--- config.mk ---
export PLATFORM = sky130hd
export DESIGN_NAME = snax_mac_job_seq
export DESIGN_NICKNAME = d
export VERILOG_FILES = /design/src/rtl/snax_mac_job_seq.sv
export SDC_FILE = /design/constraint.sdc
export NUM_CORES = 1
export LEC_CHECK = 0
export CAP_MARGIN = 40
export CORE_MARGIN = 2
export CORE_UTILIZATION = 53
export DETAILED_ROUTE_END_ITERATION = 16
export PLACE_DENSITY = 0.87
export SLEW_MARGIN = 20
export SYNTH_ARGS = -nofsm -noshare
export SYNTH_HDL_FRONTEND = slang
export SYNTH_SLANG_ARGS = --single-unit
--- constraint.sdc ---
create_clock -name clk_i -period 17.3 [get_ports clk_i]
set_input_delay 2.595 -clock clk_i [delete_from_list [all_inputs] [get_ports clk_i]]
set_output_delay 2.595 -clock clk_i [all_outputs]
set_load 0.01 [all_outputs]
--- src/rtl/snax_mac_job_seq.sv ---
// snax_mac_job_seq: job sequencer between the SNAX request stream and the HWPE MAC periph port.
// Accepts a whole job (register image + tag), writes the registers into the engine, fires the
// trigger, waits for the engine event and returns tag/status/cycle count on the done stream.
// Optional watchdog: define SNAX_MAC_SEQ_TIMEOUT_EN to end WAIT after TimeoutCycles with status TIMEOUT.
module snax_mac_job_seq #(
    parameter int unsigned DataWidth     = 32,
    parameter int unsigned NumRegs       = 8,
    parameter logic [31:0] RegBase       = 32'h40,
    parameter logic [31:0] TrigAddr      = 32'h00,
    parameter int unsigned IdWidth       = 5,
    parameter int unsigned TimeoutCycles = 1024
) (
    input  logic                           clk_i,
    input  logic                           rst_ni,
    input  logic                           job_valid_i,
    output logic                           job_ready_o,
    input  logic [NumRegs*DataWidth-1:0]   job_regs_i,
    input  logic [7:0]                     job_tag_i,
    output logic                           done_valid_o,
    input  logic                           done_ready_i,
    output logic [7:0]                     done_tag_o,
    output logic [1:0]                     done_status_o,
    output logic [31:0]                    done_cycles_o,
    output logic                           periph_req_o,
    input  logic                           periph_gnt_i,
    output logic [31:0]                    periph_add_o,
    output logic                           periph_wen_o,
    output logic [3:0]                     periph_be_o,
    output logic [DataWidth-1:0]           periph_data_o,
    output logic [IdWidth-1:0]             periph_id_o,
    input  logic                           periph_r_valid_i,
    input  logic                           evt_i,
    output logic                           busy_o
);

    localparam logic [2:0] IDLE = 3'd0;
    localparam logic [2:0] PROG = 3'd1;
    localparam logic [2:0] TRIG = 3'd2;
    localparam logic [2:0] WAIT = 3'd3;
    localparam logic [2:0] RESP = 3'd4;

    localparam logic [1:0] StatusOk      = 2'd0;
    localparam logic [1:0] StatusTimeout = 2'd1;

    localparam int unsigned KW    = (NumRegs > 1) ? $clog2(NumRegs) : 1;
    localparam logic [KW-1:0] LastK = KW'(NumRegs - 1);

`ifdef SNAX_MAC_SEQ_TIMEOUT_EN
    localparam logic [31:0] TimeoutLast  = 32'(TimeoutCycles - 1);
    localparam logic [31:0] TimeoutValue = 32'(TimeoutCycles);
`endif

    logic [2:0]           state_q;
    logic [KW-1:0]        k_q;
    logic [31:0]          cnt_q;
    logic [31:0]          cycles_q;
    logic [1:0]           status_q;
    logic [7:0]           tag_q;
    logic [DataWidth-1:0] regs_q [NumRegs];
    logic                 unused_sig;

    // Saturating increment for the engine cycle counter.
    function automatic logic [31:0] sat_inc(input logic [31:0] v);
        return (v == 32'hFFFF_FFFF) ? v : v + 32'd1;
    endfunction

`ifdef SNAX_MAC_SEQ_TIMEOUT_EN
    assign unused_sig = periph_r_valid_i;
`else
    assign unused_sig = periph_r_valid_i ^ (TimeoutCycles == 0);
`endif

    // Control path: job FSM, register index, cycle counter and completion record.
    always_ff @(posedge clk_i or negedge rst_ni) begin
        if (!rst_ni) begin
            state_q  <= IDLE;
            k_q      <= '0;
            cnt_q    <= '0;
            cycles_q <= '0;
            status_q <= StatusOk;
        end else begin
            case (state_q)
                IDLE: begin
                    if (job_valid_i) begin
                        k_q     <= '0;
                        state_q <= PROG;
                    end
                end
                PROG: begin
                    if (periph_gnt_i) begin
                        if (k_q == LastK) state_q <= TRIG;
                        else              k_q     <= k_q + 1'b1;
                    end
                end
                TRIG: begin
                    if (periph_gnt_i) begin
                        cnt_q   <= '0;
                        state_q <= WAIT;
                    end
                end
                WAIT: begin
                    // The event cycle itself is part of the reported count.
                    if (evt_i) begin
                        cycles_q <= sat_inc(cnt_q);
                        status_q <= StatusOk;
                        state_q  <= RESP;
                    end
`ifdef SNAX_MAC_SEQ_TIMEOUT_EN
                    else if (cnt_q == TimeoutLast) begin
                        cycles_q <= TimeoutValue;
                        status_q <= StatusTimeout;
                        state_q  <= RESP;
                    end
`endif
                    else begin
                        cnt_q <= sat_inc(cnt_q);
                    end
                end
                RESP: begin
                    if (done_ready_i) state_q <= IDLE;
                end
                default: state_q <= IDLE;
            endcase
        end
    end

    // Data path: capture the job image and tag on acceptance; outputs are gated by state.
    always_ff @(posedge clk_i) begin
        if (state_q == IDLE && job_valid_i) begin
            tag_q <= job_tag_i;
            for (int i = 0; i < NumRegs; i++) begin
                regs_q[i] <= job_regs_i[i*DataWidth +: DataWidth];
            end
        end
    end

    // Output decode: everything derives from state so reset forces outputs to idle values at once.
    always_comb begin
        job_ready_o   = (state_q == IDLE);
        busy_o        = (state_q != IDLE);
        done_valid_o  = (state_q == RESP);
        done_tag_o    = '0;
        done_status_o = '0;
        done_cycles_o = '0;
        periph_req_o  = 1'b0;
        periph_add_o  = '0;
        periph_data_o = '0;
        periph_be_o   = 4'h0;
        periph_wen_o  = 1'b0;
        periph_id_o   = '0;
        if (state_q == RESP) begin
            done_tag_o    = tag_q;
            done_status_o = status_q;
            done_cycles_o = cycles_q;
        end
        if (state_q == PROG) begin
            periph_req_o  = 1'b1;
            periph_add_o  = RegBase + (32'(k_q) << 2);
            periph_data_o = regs_q[k_q];
            periph_be_o   = 4'hF;
        end else if (state_q == TRIG) begin
            periph_req_o  = 1'b1;
            periph_add_o  = TrigAddr;
            periph_be_o   = 4'hF;
        end
    end

endmodule

Yosys cells after proc, flatten, opt, wreduce, memory -nomap -nowiden
Memory sizes are Yosys's and may differ from the RTL's.
Cells that the tools add are included.

word-level totals
  output and inout port bits = 120
  memory bits (read-only) = 0
  memory bits (writable) = 256
  memories = 1
  flip-flop bits (word level) = 78
  latch bits = 0

cells by class
  multiplexer cells = 25
  div/mod/pow operators = 0
  multipliers = 0
  order comparisons = 0
  bitwise operators = 0
  add/subtract/negate cells = 3
  eq/ne operators = 14
  shifts and indexed selects = 0
  reductions and logical operators = 9

memory list
  name    words  width  rd ports  clocked after memory_dff  write ports  RTL line  text
  regs_q  8      32     1         0                         8            59        logic [DataWidth-1:0] regs_q [NumRegs];

operators with widths
  cell                                                                   number
  32-bit 2-to-1 mux                                                      5
  32-bit case mux with 2 select lines                                    1
  32-bit by 1-bit adder with 32-bit output, second input constant        1
  32-bit equality test, second input constant                            1
  3-bit 2-to-1 mux                                                       9
  8-bit 2-to-1 mux                                                       2
  3-bit case mux with 5 select lines                                     1
  2-bit != test, second input constant                                   7
  7-bit by 5-bit adder with 8-bit output, first input constant           1
  4-bit 2-to-1 mux                                                       2
  3-bit by 2-bit equality test with 1-bit output, second input constant  2
  3-bit equality test, second input constant                             2
  3-bit case mux with 2 select lines                                     1
  6-bit AND reduction                                                    1
  1-bit 2-to-1 mux                                                       4
  4-bit AND reduction                                                    1
  2-bit nonzero test                                                     2
  3-bit by 1-bit adder with 3-bit output, second input constant          1
  3-bit by 1-bit equality test with 1-bit output, second input constant  1
  3-bit zero test                                                        1
  3-bit AND reduction                                                    1
  3-bit nonzero test                                                     1
  2-bit by 1-bit != test with 1-bit output, second input constant        1
  2-bit AND reduction                                                    1
  1-bit logical AND                                                      1

Depth between registers and ports, before layout
Gate-level depths: netlist of run 1.

  word-level depth = 4
  depth in mapped cells = 9
  mapped depth without buffers = 6

Worst setup path before layout of run 1
Ideal clock, no wire load.

  kind = input port to flip-flop
  from = input port job_valid_i
  to = memory regs_q[0][0], enable pin
  path buffers = 0
  arrival = 8.559 ns
  stages on the path = 1
  path slack = 8.082 ns
  path through = and2_1

RTL lines
  item             RTL line  text
  start, declared  15        input logic job_valid_i,
  end, declared    59

Worst setup path in the final report of run 1
  from = register k_q[0]
  to = output port periph_data_o[14]

on the way
  word-level cells in the longest chain between the ends = 2

RTL lines
  item                    RTL line  text
  start, declared         54        logic [KW-1:0] k_q;
  start signal, assigned  92        else k_q <= k_q + 1'b1;
  memory read 8 x 32 bit  -
  32-bit 2-to-1 mux       156       if (state_q == PROG) begin
  end, declared           29        output logic [DataWidth-1:0] periph_data_o,

Every way passes these cells.

==> results of run 1 <==
[routing by layer]
layer	wire [µm]	vias up
met5	13	-
met3	3548	132
met1	13210	4735
met2	20470	574
li1	-	4314
met4	2302	2
[flip-flops by register name, summed over array words and instances, names as in the netlist]
register and flops:
cnt_q 32, k_q 3, regs_q 256, state_q 3, tag_q 8, cycles_q 32
[path summary, 6_finish.rpt]
path                            depth (start not counted)                     start                  endpoint  slack (ns)
min in group asynchronous                               2                    rst_ni     cnt_q[11]$_DFFE_PN0P_        2.14
worst max-delay path                                    6        k_q[0]$_DFFE_PN0P_         periph_data_o[14]       11.38
worst max register to register                          6    state_q[0]$_DFFE_PN0P_   regs_q[5][21]$_DFFE_PP_       13.40
worst min-delay path                                    2  cycles_q[21]$_DFFE_PN0P_  cycles_q[21]$_DFFE_PN0P_        0.47
max in group asynchronous                               3                    rst_ni     cnt_q[24]$_DFFE_PN0P_       14.61
worst min register to register                          2  cycles_q[21]$_DFFE_PN0P_  cycles_q[21]$_DFFE_PN0P_        0.47
[kinds of logic after synthesis]
group                      synth area share (%)
and+or+nand+nor                           9.074
adders and majority gates                0.2593
AOI/OAI and AO/OA                         7.441
muxes                                     10.63
DFF                                       66.85
xor gates and xnor gates                  1.452
buffers and inverters                     4.269
other                                   0.02590
[final cells by class]
type,instances,share of cell area [%]
clock buffers,49,5.095
repair buffers,375,19.59
multi-input cells,559,22.21
well taps,341,2.194
diodes,5,0.06433
inverters,10,0.1930
flip-flops and latches,334,49.79
clock inverters,16,0.8556
[cell usage in the layout, fill, tap and decap left out, types with 22 or more instances in the layout]
cell / Yosys / routed
clkbuf_16: 0 / 37
and2_1: 48 / 47
clkdlybuf4s50_1: 0 / 352
a21oi_1: 50 / 50
o21ai_0: 29 / 28
conb_1: 1 / 36
nand2_1: 119 / 118
mux4_2: 64 / 64
edfxtp_1: 264 / 264
nand3_1: 22 / 22
dfrtp_1: 70 / 68
[synthesized netlist by cell type (2+ instances only)]
cell / count
a2111oi_4: 3
a211o_1: 2
a211oi_2: 3
a21oi_1: 50
a22o_1: 5
a311oi_1: 2
a311oi_2: 4
a31oi_1: 21
and2_1: 48
and3_1: 6
and4_1: 6
buf_1: 4
buf_2: 20
buf_4: 44
clkbuf_1: 33
dfrtp_1: 70
edfxtp_1: 264
ha_1: 3
inv_1: 9
mux2_2: 6
mux2i_1: 3
mux4_2: 64
nand2_1: 119
nand2b_1: 7
nand3_1: 22
nand4_1: 7
nor2_1: 22
nor2b_1: 3
nor3_1: 6
nor4_1: 3
o211ai_1: 4
o21ai_0: 29
o21ai_1: 16
o22ai_1: 2
o311ai_0: 5
o31ai_1: 5
or3_1: 4
or4_1: 2
xnor2_1: 21
xor2_1: 3
[report_power, final]
group          internal [mW]  switching (mW)
Sequential              1.04          0.0613
Clock                  0.448           0.312
Combinational          0.337           0.361
Total                   1.82           0.734
[metrics by stage]
step	std cells	util (%)	hold slack, ns	area, µm²	power (mW)
after global routing	1689	72.37	0.4864	19450	2.649
after detailed placement	1617	67.85	0.4628	18240	1.790
final	1689	72.37	0.4694	19450	2.557
after CTS	1682	72.16	0.4757	19390	2.560
after global placement	1608	67.27	0.4525	18080	1.735
after floorplan	1005	-	0.4406	14610	1.533
[critical path: stages (launching register included)]
cell and delay [ns]:
dfrtp_4 0.67, buf_4 0.57, buf_12 0.30, mux4_2 0.55, nand2_1 0.10, a21oi_1 0.08, clkdlybuf4s50_1 0.55
==> summary.md, run 1 <==
| Metric | Value |
|---|---|
| HP Class | `reg2reg` |
| Outcome | `finished, final reports clean` |
| Top FF cell, synth | `edfxtp_1` |
| Pwr Density | `~130 mW/mm²` |
| Fillcell total | `~1600` |
| Fmax | `around 170 MHz` |
| Max VDD drop | `0.00009533 V` |
| CTS Hold Bufs | `0` |
| I/O Pins | `roughly 390` |
| H-tree Lvls | `2` |
| Syn_area_per_cell | `between 10 and 15 µm²` |
| Routed len/inst | `~23 µm` |
| 1st-pass router iterations | `6` |
| Die width | `between 150 and 200 µm` |
| Postcts setup bufs | `0` |
| Vias per cell | `5.777` |
| Root Driver | `clkbuf_16` |
| Detailed-route via count | `9757` |
| TritonCTS clock tree | `yes` |
| Max-slew violation count | `0` |
| Synth top area cells | `edfxtp_1 (55%), dfrtp_1 (12%), mux4_2 (10%), nand2_1 (3.1%), buf_4 (2.3%)` |
| Core ar. | `roughly 0.027 mm²` |
| Cell variety after synth | `60` |
| GRT busiest layer | `met2` |
| Drt drc | `0` |
| Clock Pin Slew Worst Setup and Hold Paths | `~0.06 ns` |
| Register area | `a little under 0.01 mm²` |
| Crit path launch type | `flip-flop` |
| Leakage power | `6.747 nW` |
| Met3 Use GR | `under 10%` |
| # setup viols final | `0` |
| Footprint of the multi-input gates | `~0.0043 mm²` |
| Clock latency on the worst-skew pair | `about 0.52 ns` |
| Post-Synthesis Cells | `970` |
| Initial core utilization | `between 50% and 60%` |
| Post-cts resize count | `0` |
| Synth warnings | `0` |
| Post-Syn Area | `around 0.014 mm²` |
| Setup CP Type | `reg2out` |
| Largest net degree at the start of global routing | `75` |
| Max_slew headroom | `between 40% and 50%` |
| Post-synth top area share | `a little over half` |
| PortBufs | `353` |
| Nets | `around 1600` |
| Placer Congestion | `0.9368` |
| GRT Total Usage | `about 28%` |
| HPWL after DPL | `between 20000 and 30000 µm` |
| Clock Path Buffers | `3` |
| Initial DRC Count | `between 1000 and 1500` |
| Total negative slack | `0 ns` |
| Crit path max fanout | `29` |
| Row count | `60` |
| GRT overflow | `0` |
| Cts bufs inserted | `36` |
| Register area share after synthesis | `between 60% and 70%` |
| EDFF count, synth | `264` |
| Post-synth top area cell | `edfxtp_1` |
| Tmin final | `5.923 ns` |
| First-pass GRT wire length | `slightly below 60000 µm` |
| Req. time, crit path | `~15 ns` |
| FF+latch count, synth | `about 330` |
| Setup WS post-layout | `11.38 ns` |
| Final period utilization | `about a third` |
| Setup WS pre-CTS | `roughly 11 ns` |
| MaxCap Viol Count | `0` |
| Worst EP arrival | `roughly 3.3 ns` |
| Met1 Use GR | `30.66%` |
| Die Height | `~170 µm` |
| Endpoint type of the worst setup path | `output pin` |
| Hold Vio Cnt, Final | `0` |
| Clock Sinks | `about 330` |
| Die area | `0.02866 mm²` |
| Initial antenna violation count | `6` |
| Vias in the first global route | `between 10000 and 15000` |
| Async SR Flop Fraction | `approximately a fifth` |
| RSZ-0062 raised after global routing | `no` |
| Routed wire length | `around 40000 µm` |
| GR Layer Usage met2 | `between 40% and 50%` |
| ANT nets after route | `0` |
| Clock skew | `between 0.02 and 0.03 ns` |
| Slew @ Worst Pin | `~0.82 ns` |
| Area growth from synthesis to layout | `34.32%` |
| Layout cells sized above 1 | `~12%` |
Note: power is estimated with default switching activity, not from simulation.
==> inputs of run 2 (changes only) <==
--- a/config.mk
+++ b/config.mk
@@ -7,9 +7,9 @@
 export LEC_CHECK = 0
 export CAP_MARGIN = 40
 export CORE_MARGIN = 2
-export CORE_UTILIZATION = 53
+export CORE_UTILIZATION = 49
 export DETAILED_ROUTE_END_ITERATION = 16
-export PLACE_DENSITY = 0.87
+export PLACE_DENSITY = 0.81
 export SLEW_MARGIN = 20
 export SYNTH_ARGS = -nofsm -noshare
 export SYNTH_HDL_FRONTEND = slang
==> constraint.sdc (replaced) <==
create_clock -name clk_i -period 5.9 [get_ports clk_i]
set_input_delay 0.885 -clock clk_i [delete_from_list [all_inputs] [get_ports clk_i]]
set_output_delay 0.885 -clock clk_i [all_outputs]
set_load 0.01 [all_outputs]
==> run 2 against run 1 <==
Worst setup slack worse by 9.7 ns; global-route usage down 4.6 points; core utilization down 5.6 points; clock power rose to 2.6 times the previous value; final cell count up 1.7%; power rose to 2.8 times the previous value; register-to-register slack worse by 10 ns; largest cell class unchanged; highest routed layer unchanged.
==> summary.md, run 2 (synthesis results as in run 1) <==
| Metric | Value |
|---|---|
| H-tree Lvls | `2 (unchanged)` |
| Initial core utilization | `50.04% (-3.8 points)` |
| Core ar. | `0.02894 mm² (+7.7%)` |
| Largest delay contributor family on the critical path | `buffers and inverters` |
| Area growth from synthesis to layout | `33.51%` |
| Worst reg2reg setup slack | `3.19 ns (-10.21 ns)` |
| Final std cells w/o fill | `1717 (+1.7%)` |
| Routed wire length | `35580 µm (-10%)` |
| Critical Path Max Stage Delay | `0.72 ns (+0.05 ns)` |
| Vias per cell | `5.449 (-5.7%)` |
| Routed len/inst | `20.72 µm (-11%)` |
| Cells after DPL | `1655 (+2.4%)` |
| Postcts setup bufs | `0 (unchanged)` |
| Crit path launch type | `flip-flop` |
| ANT nets after route | `0 (unchanged)` |
| CTS Hold Bufs | `0 (unchanged)` |
| Layout cells sized above 1 | `11.51% (-0.77 points)` |
| HPWL after DPL | `25220 µm (-4.6%)` |
| Final period utilization | `between 70% and 80%` |
| RSZ-0062 raised after global routing | `no` |
| PortBufs | `353 (unchanged)` |
| 1st-pass router iterations | `6 (unchanged)` |
| Post-cts resize count | `0 (unchanged)` |
| Cts bufs inserted | `35 (-2.8%)` |
| Max-slew violation count | `0 (unchanged)` |
| Clock latency on the worst-skew pair | `0.52 ns (about the same)` |
| Detailed-route via count | `9356 (-4.1%)` |
| First-pass GRT wire length | `53700 µm (-8.5%)` |
| Fmax | `between 200 and 250 MHz` |
| Commonest cells after routing, fill and taps aside | `clkdlybuf4s50_1 (352), edfxtp_1 (264), nand2_1 (118), dfrtp_1 (68), mux4_2 (64)` |
| Top Registers | `regs_q (256), cnt_q (32), cycles_q (32)` |
| Most common cell after layout, fill and taps aside | `clkdlybuf4s50_1` |
| Row count | `62 (+3.3%)` |
| Hold slack | `0.3359 ns (-0.1335 ns)` |
| Outcome | `finished, final reports clean` |
| Reg-to-reg critical path endpoint | `regs_q[0][2]$_DFFE_PP_` |
| R2R depth | `4 (-2)` |
| Die Height | `175.9 µm (+3.9%)` |
| Clock Pin Slew Worst Setup and Hold Paths | `0.06 ns (about the same)` |
| Endpoint type of the worst setup path | `output pin` |
| I/O Pins | `391 (unchanged)` |
| Crit path max fanout | `26 (-10%)` |
| Buf/Inv on CP | `3 (unchanged)` |
| Clock skew | `0.01342 ns (-0.01600 ns)` |
| Setup CP Type | `reg2out` |
| Req. time, crit path | `5.02 ns (-9.68 ns)` |
| Placer Congestion | `0.8899 (-5.0%)` |
| GRT overflow | `0 (unchanged)` |
| Pwr Density | `370.8 mW/mm² (+180%)` |
| Max_slew headroom | `46.83% (+1.6 points)` |
| Slowest cell on crit path | `dfrtp_4` |
| Vias in the first global route | `9504 (-6.3%)` |
| Die width | `175.9 µm (+3.9%)` |
| Leakage power | `6.647 nW (-1.5%)` |
| Slew @ Worst Pin | `0.7910 ns (-0.03102 ns)` |
| Crit path cell chain | `buf_12 > buf_4 > mux4_2 > nand2_1 > a21oi_1 > clkdlybuf4s50_1` |
| TritonCTS clock tree | `yes` |
| Drt drc | `0 (unchanged)` |
| # setup viols final | `0 (unchanged)` |
| HP Class | `in2async` |
| Initial antenna violation count | `5 (-1)` |
| Largest net degree at the start of global routing | `120 (+60%)` |
| Biggest register | `regs_q` |
| MaxCap Viol Count | `0 (unchanged)` |
| Initial DRC Count | `824 (-18%)` |
| Worst EP arrival | `3.35 ns (+0.02 ns)` |
| RR Startpoint | `state_q[0]$_DFFE_PN0P_` |
| Clock Sinks | `334 (unchanged)` |
| Clock Path Buffers | `3 (unchanged)` |
| GRT Total Usage | `22.98% (-4.6 points)` |
| Nets | `1583 (-0.44%)` |
| Tmin final | `4.230 ns` |
| Number of flip-flops in the largest register | `256 (unchanged)` |
| Total negative slack | `0 ns (unchanged)` |
| Die area | `0.03094 mm² (+8.0%)` |
| Root Driver | `clkbuf_16` |
| Max VDD drop | `0.0003024 V (+220%)` |
| Hold Vio Cnt, Final | `0 (unchanged)` |
==> run 2: cell types whose count changed in the layout (fill, tap and decap cells not counted), sizes merged <==
cell and change:
buf -5, bufinv -3, clkbuf -1, clkdlybuf4s15 -1, clkinv -3, diode -1, inv -1
==> run 2: worst max path at each step <==
stage                     cells past startpoint              startpoint                      to
final                                         6      k_q[0]$_DFFE_PN0P_        periph_data_o[0]
after global routing                          6      k_q[0]$_DFFE_PN0P_        periph_data_o[0]
after CTS                                     6      k_q[0]$_DFFE_PN0P_        periph_data_o[0]
after detailed placement                      6      k_q[0]$_DFFE_PN0P_        periph_data_o[0]
after global placement                        5      k_q[0]$_DFFE_PN0P_        periph_data_o[0]
after floorplan                               3  state_q[1]$_DFFE_PN0P_  regs_q[0][0]$_DFFE_PP_
==> run 2: worst reg2reg max path: stages, from the launching register on <==
cell     delay [ns]
dfrtp_1        0.55
or3_1          0.53
inv_1          0.14
and2_4         0.49
buf_12         0.52
==> run 2: power by group <==
group | switching [mW] | internal [mW] | leakage [nW] | total, mW
registers | 0.188 | 3.04 | 3.38 | 3.23
logic | 0.975 | 0.975 | 2.78 | 1.95
clock network | 0.864 | 1.12 | 0.488 | 1.99
total | 2.03 | 5.14 | 6.65 | 7.17
==> run 2: routing by layer <==
layer	vias up	global-route usage, %	part of all wire [%]
met3	75	5.411	7.3
met2	427	41.13	53
met5	-	0	0.037
met1	4557	26.65	36
met4	2	9.332	3.9
li1	4295	-	-
==> run 2: area by class of cell <==
cell class	count	area, µm²
Antenna cell	4	10.01
Tap cell	384	480.5
Sequential cell	334	9687
Multi-Input combinational cell	559	4330
Inverter	10	37.54
Fill cell	1979	9604
Clock inverter	9	66.31
Clock buffer	48	945.9
Timing Repair Buffer	369	3774
==> run 2: through the flow <==
| step | power, mW | setup slack, ns | util (%) | area, µm² |
|---|---|---|---|---|
| finish | 7.168 | 1.670 | 66.81 | 19330 |
| global route | 7.478 | 1.429 | 66.80 | 19330 |
| CTS | 7.224 | 1.555 | 66.72 | 19310 |
| detailed placement | 5.231 | 2.113 | 63.22 | 18290 |
| global placement | 5.098 | 1.986 | 62.71 | 18150 |
| floorplan | 4.427 | 1.203 | - | 14610 |
==> inputs of run 3 (changes only) <==
==> constraint.sdc (replaced) <==
create_clock -name clk_i -period 4.37 [get_ports clk_i]
set_input_delay 0.6555 -clock clk_i [delete_from_list [all_inputs] [get_ports clk_i]]
set_output_delay 0.6555 -clock clk_i [all_outputs]
set_load 0.01 [all_outputs]
==> run 3 against run 2 <==
Die area unchanged; global-route usage grew 0.64 points; core utilization grew 0.47 points; clock skew is 0.0011 ns lower; largest cell class unchanged; largest power group unchanged.
==> summary.md, run 3 (synthesis results as in run 1) <==
| Metric | Value |
|---|---|
| Initial core utilization | `50.04% (unchanged)` |
| Fillcell total | `1987 (+0.40%)` |
| H-tree Lvls | `2 (unchanged)` |
| PortBufs | `353 (unchanged)` |
| CTS Hold Bufs | `0 (unchanged)` |
| Routed len/inst | `21.21 µm (+2.3%)` |
| Crit path launch type | `flip-flop` |
| Fmax | `272.5 MHz` |
| Placer Congestion | `0.8894 (about the same)` |
| Footprint of the multi-input gates | `0.004320 mm² (-0.23%)` |
| Cell area after placement | `0.01834 mm² (+0.25%)` |
| Setup WS pre-CTS | `1.211 ns (-0.9021 ns)` |
| Vias in the first global route | `9603 (+1.0%)` |
| Req. time, crit path | `3.71 ns (-1.31 ns)` |
| Postcts setup bufs | `0 (unchanged)` |
| Layout cells sized above 1 | `12.14% (+0.62 points)` |
| HPWL after DPL | `26050 µm (+3.3%)` |
| Top Registers | `regs_q (256), cnt_q (32), cycles_q (32)` |
| Biggest register | `regs_q` |
| Initial antenna violation count | `3 (-2)` |
| RR Startpoint | `state_q[0]$_DFFE_PN0P_` |
| GRT overflow | `0 (unchanged)` |
| # setup viols final | `0 (unchanged)` |
| First-pass GRT wire length | `55140 µm (+2.7%)` |
| 1st-pass router iterations | `5 (-1)` |
| Clock Sinks | `334 (unchanged)` |
| Leakage power | `6.738 nW (+1.4%)` |
| Final period utilization | `83.97%` |
| Post-cts resize count | `0 (unchanged)` |
| Nets | `1593 (+0.63%)` |
| RSZ-0062 raised after global routing | `no` |
| Detailed-route via count | `9532 (+1.9%)` |
| Endpoint type of the worst setup path | `output pin` |
| Most common cell after layout, fill and taps aside | `clkdlybuf4s50_1` |
| Core ar. | `0.02894 mm² (unchanged)` |
| Clock Pin Slew Worst Setup and Hold Paths | `0.06 ns (about the same)` |
| Max VDD drop | `0.0003958 V (+31%)` |
| Clock Path Buffers | `3 (unchanged)` |
| Die area | `0.03094 mm² (unchanged)` |
| Commonest cells after routing, fill and taps aside | `clkdlybuf4s50_1 (352), edfxtp_1 (264), nand2_1 (118), dfrtp_1 (68), mux4_2 (64)` |
| Pwr Density | `507.8 mW/mm² (+37%)` |
| Clock latency on the worst-skew pair | `0.52 ns (about the same)` |
| Total negative slack | `0 ns (unchanged)` |
| HP Class | `in2async` |
| Largest net degree at the start of global routing | `60 (-50%)` |
| Cells after DPL | `1664 (+0.54%)` |
| Worst reg2reg setup slack | `1.67 ns (-1.52 ns)` |
| Register area | `0.009684 mm² (about the same)` |
| Cts bufs inserted | `35 (unchanged)` |
| Vias per cell | `5.507 (+1.1%)` |
| Max-slew violation count | `0 (unchanged)` |
| Drt drc | `0 (unchanged)` |
| Routed wire length | `36710 µm (+3.2%)` |
| Max_slew headroom | `45.27% (-1.6 points)` |
| Worst Setup SP | `k_q[0]$_DFFE_PN0P_` |
| Hold slack | `0.03258 ns (-0.3033 ns)` |
| Final std cells w/o fill | `1731 (+0.82%)` |
| Number of flip-flops in the largest register | `256 (unchanged)` |
| Tmin final | `approximately 3.7 ns` |
| Slew @ Worst Pin | `0.8210 ns (+0.02998 ns)` |
| Hold Vio Cnt, Final | `0 (unchanged)` |
| Outcome | `finished, final reports clean` |
| Area growth from synthesis to layout | `34.45%` |
| MaxCap Viol Count | `0 (unchanged)` |
| Setup CP Type | `reg2out` |
| Clock skew | `0.01236 ns (-0.001051 ns)` |
| Crit path max fanout | `37 (+42%)` |
| Final instance area | `0.01947 mm² (+0.70%)` |
| Initial DRC Count | `994 (+21%)` |
| GRT Total Usage | `23.62% (+0.64 points)` |
| I/O Pins | `391 (unchanged)` |
| TritonCTS clock tree | `yes` |
| Root Driver | `clkbuf_16` |
| Row count | `62 (unchanged)` |
| Setup WS post-layout | `0.7005 ns (-0.9692 ns)` |
| Die width | `175.9 µm (unchanged)` |
| Worst EP arrival | `3.01 ns (-0.34 ns)` |
| Die Height | `175.9 µm (unchanged)` |
| ANT nets after route | `0 (unchanged)` |
[run 3: path summary, 6_finish.rpt]
| check | to | cells past startpoint |
|---|---|---|
| min | cycles_q[2]$_DFFE_PN0P_ | 1 |
| min in group clk_i | cycles_q[21]$_DFFE_PN0P_ | 2 |
| max reg2reg | regs_q[2][4]$_DFFE_PP_ | 4 |
| max | periph_data_o[10] | 5 |
| max in group asynchronous | cycles_q[28]$_DFFE_PN0P_ | 2 |
| min reg2reg | cycles_q[21]$_DFFE_PN0P_ | 2 |
[run 3: worst max-delay path: stages (launching register included)]
cell and delay (ns):
dfrtp_4 0.90, buf_12 0.32, mux4_2 0.57, nand2_1 0.10, a21oi_1 0.06, clkdlybuf4s50_1 0.51
[run 3: area by class of cell]
cell class / count / share of cell area (%)
diodes: 4 / 0.05142
clock buffers: 48 / 4.879
clock inverters: 13 / 0.7585
inverters: 10 / 0.1928
multi-input cells: 559 / 22.19
flip-flops and latches: 334 / 49.75
well taps: 384 / 2.468
repair buffers: 379 / 19.71
[run 3: power by group]
group | switching, mW | total (mW) | internal, mW
registers | 0.269 | 4.37 | 4.10
logic | 1.33 | 2.67 | 1.34
clock network | 1.19 | 2.84 | 1.66
[run 3: metrics by stage]
step	power, mW	util [%]
2_1_floorplan	5.937	-
3_3_place_gp	6.945	63.08
3_5_place_dp	7.085	63.38
4_1_cts	9.949	67.17
5_1_grt	10.30	67.27
6_report	9.884	67.27
[run 3: metal layers]
layer  part of all wire, %  GRT usage [%]  routed length [µm]
met5                     0              0                   0
met4                   3.7          9.022                1355
met3                   7.7          5.000                2831
met2                    53          41.99               19430
met1                    36          28.28               13090
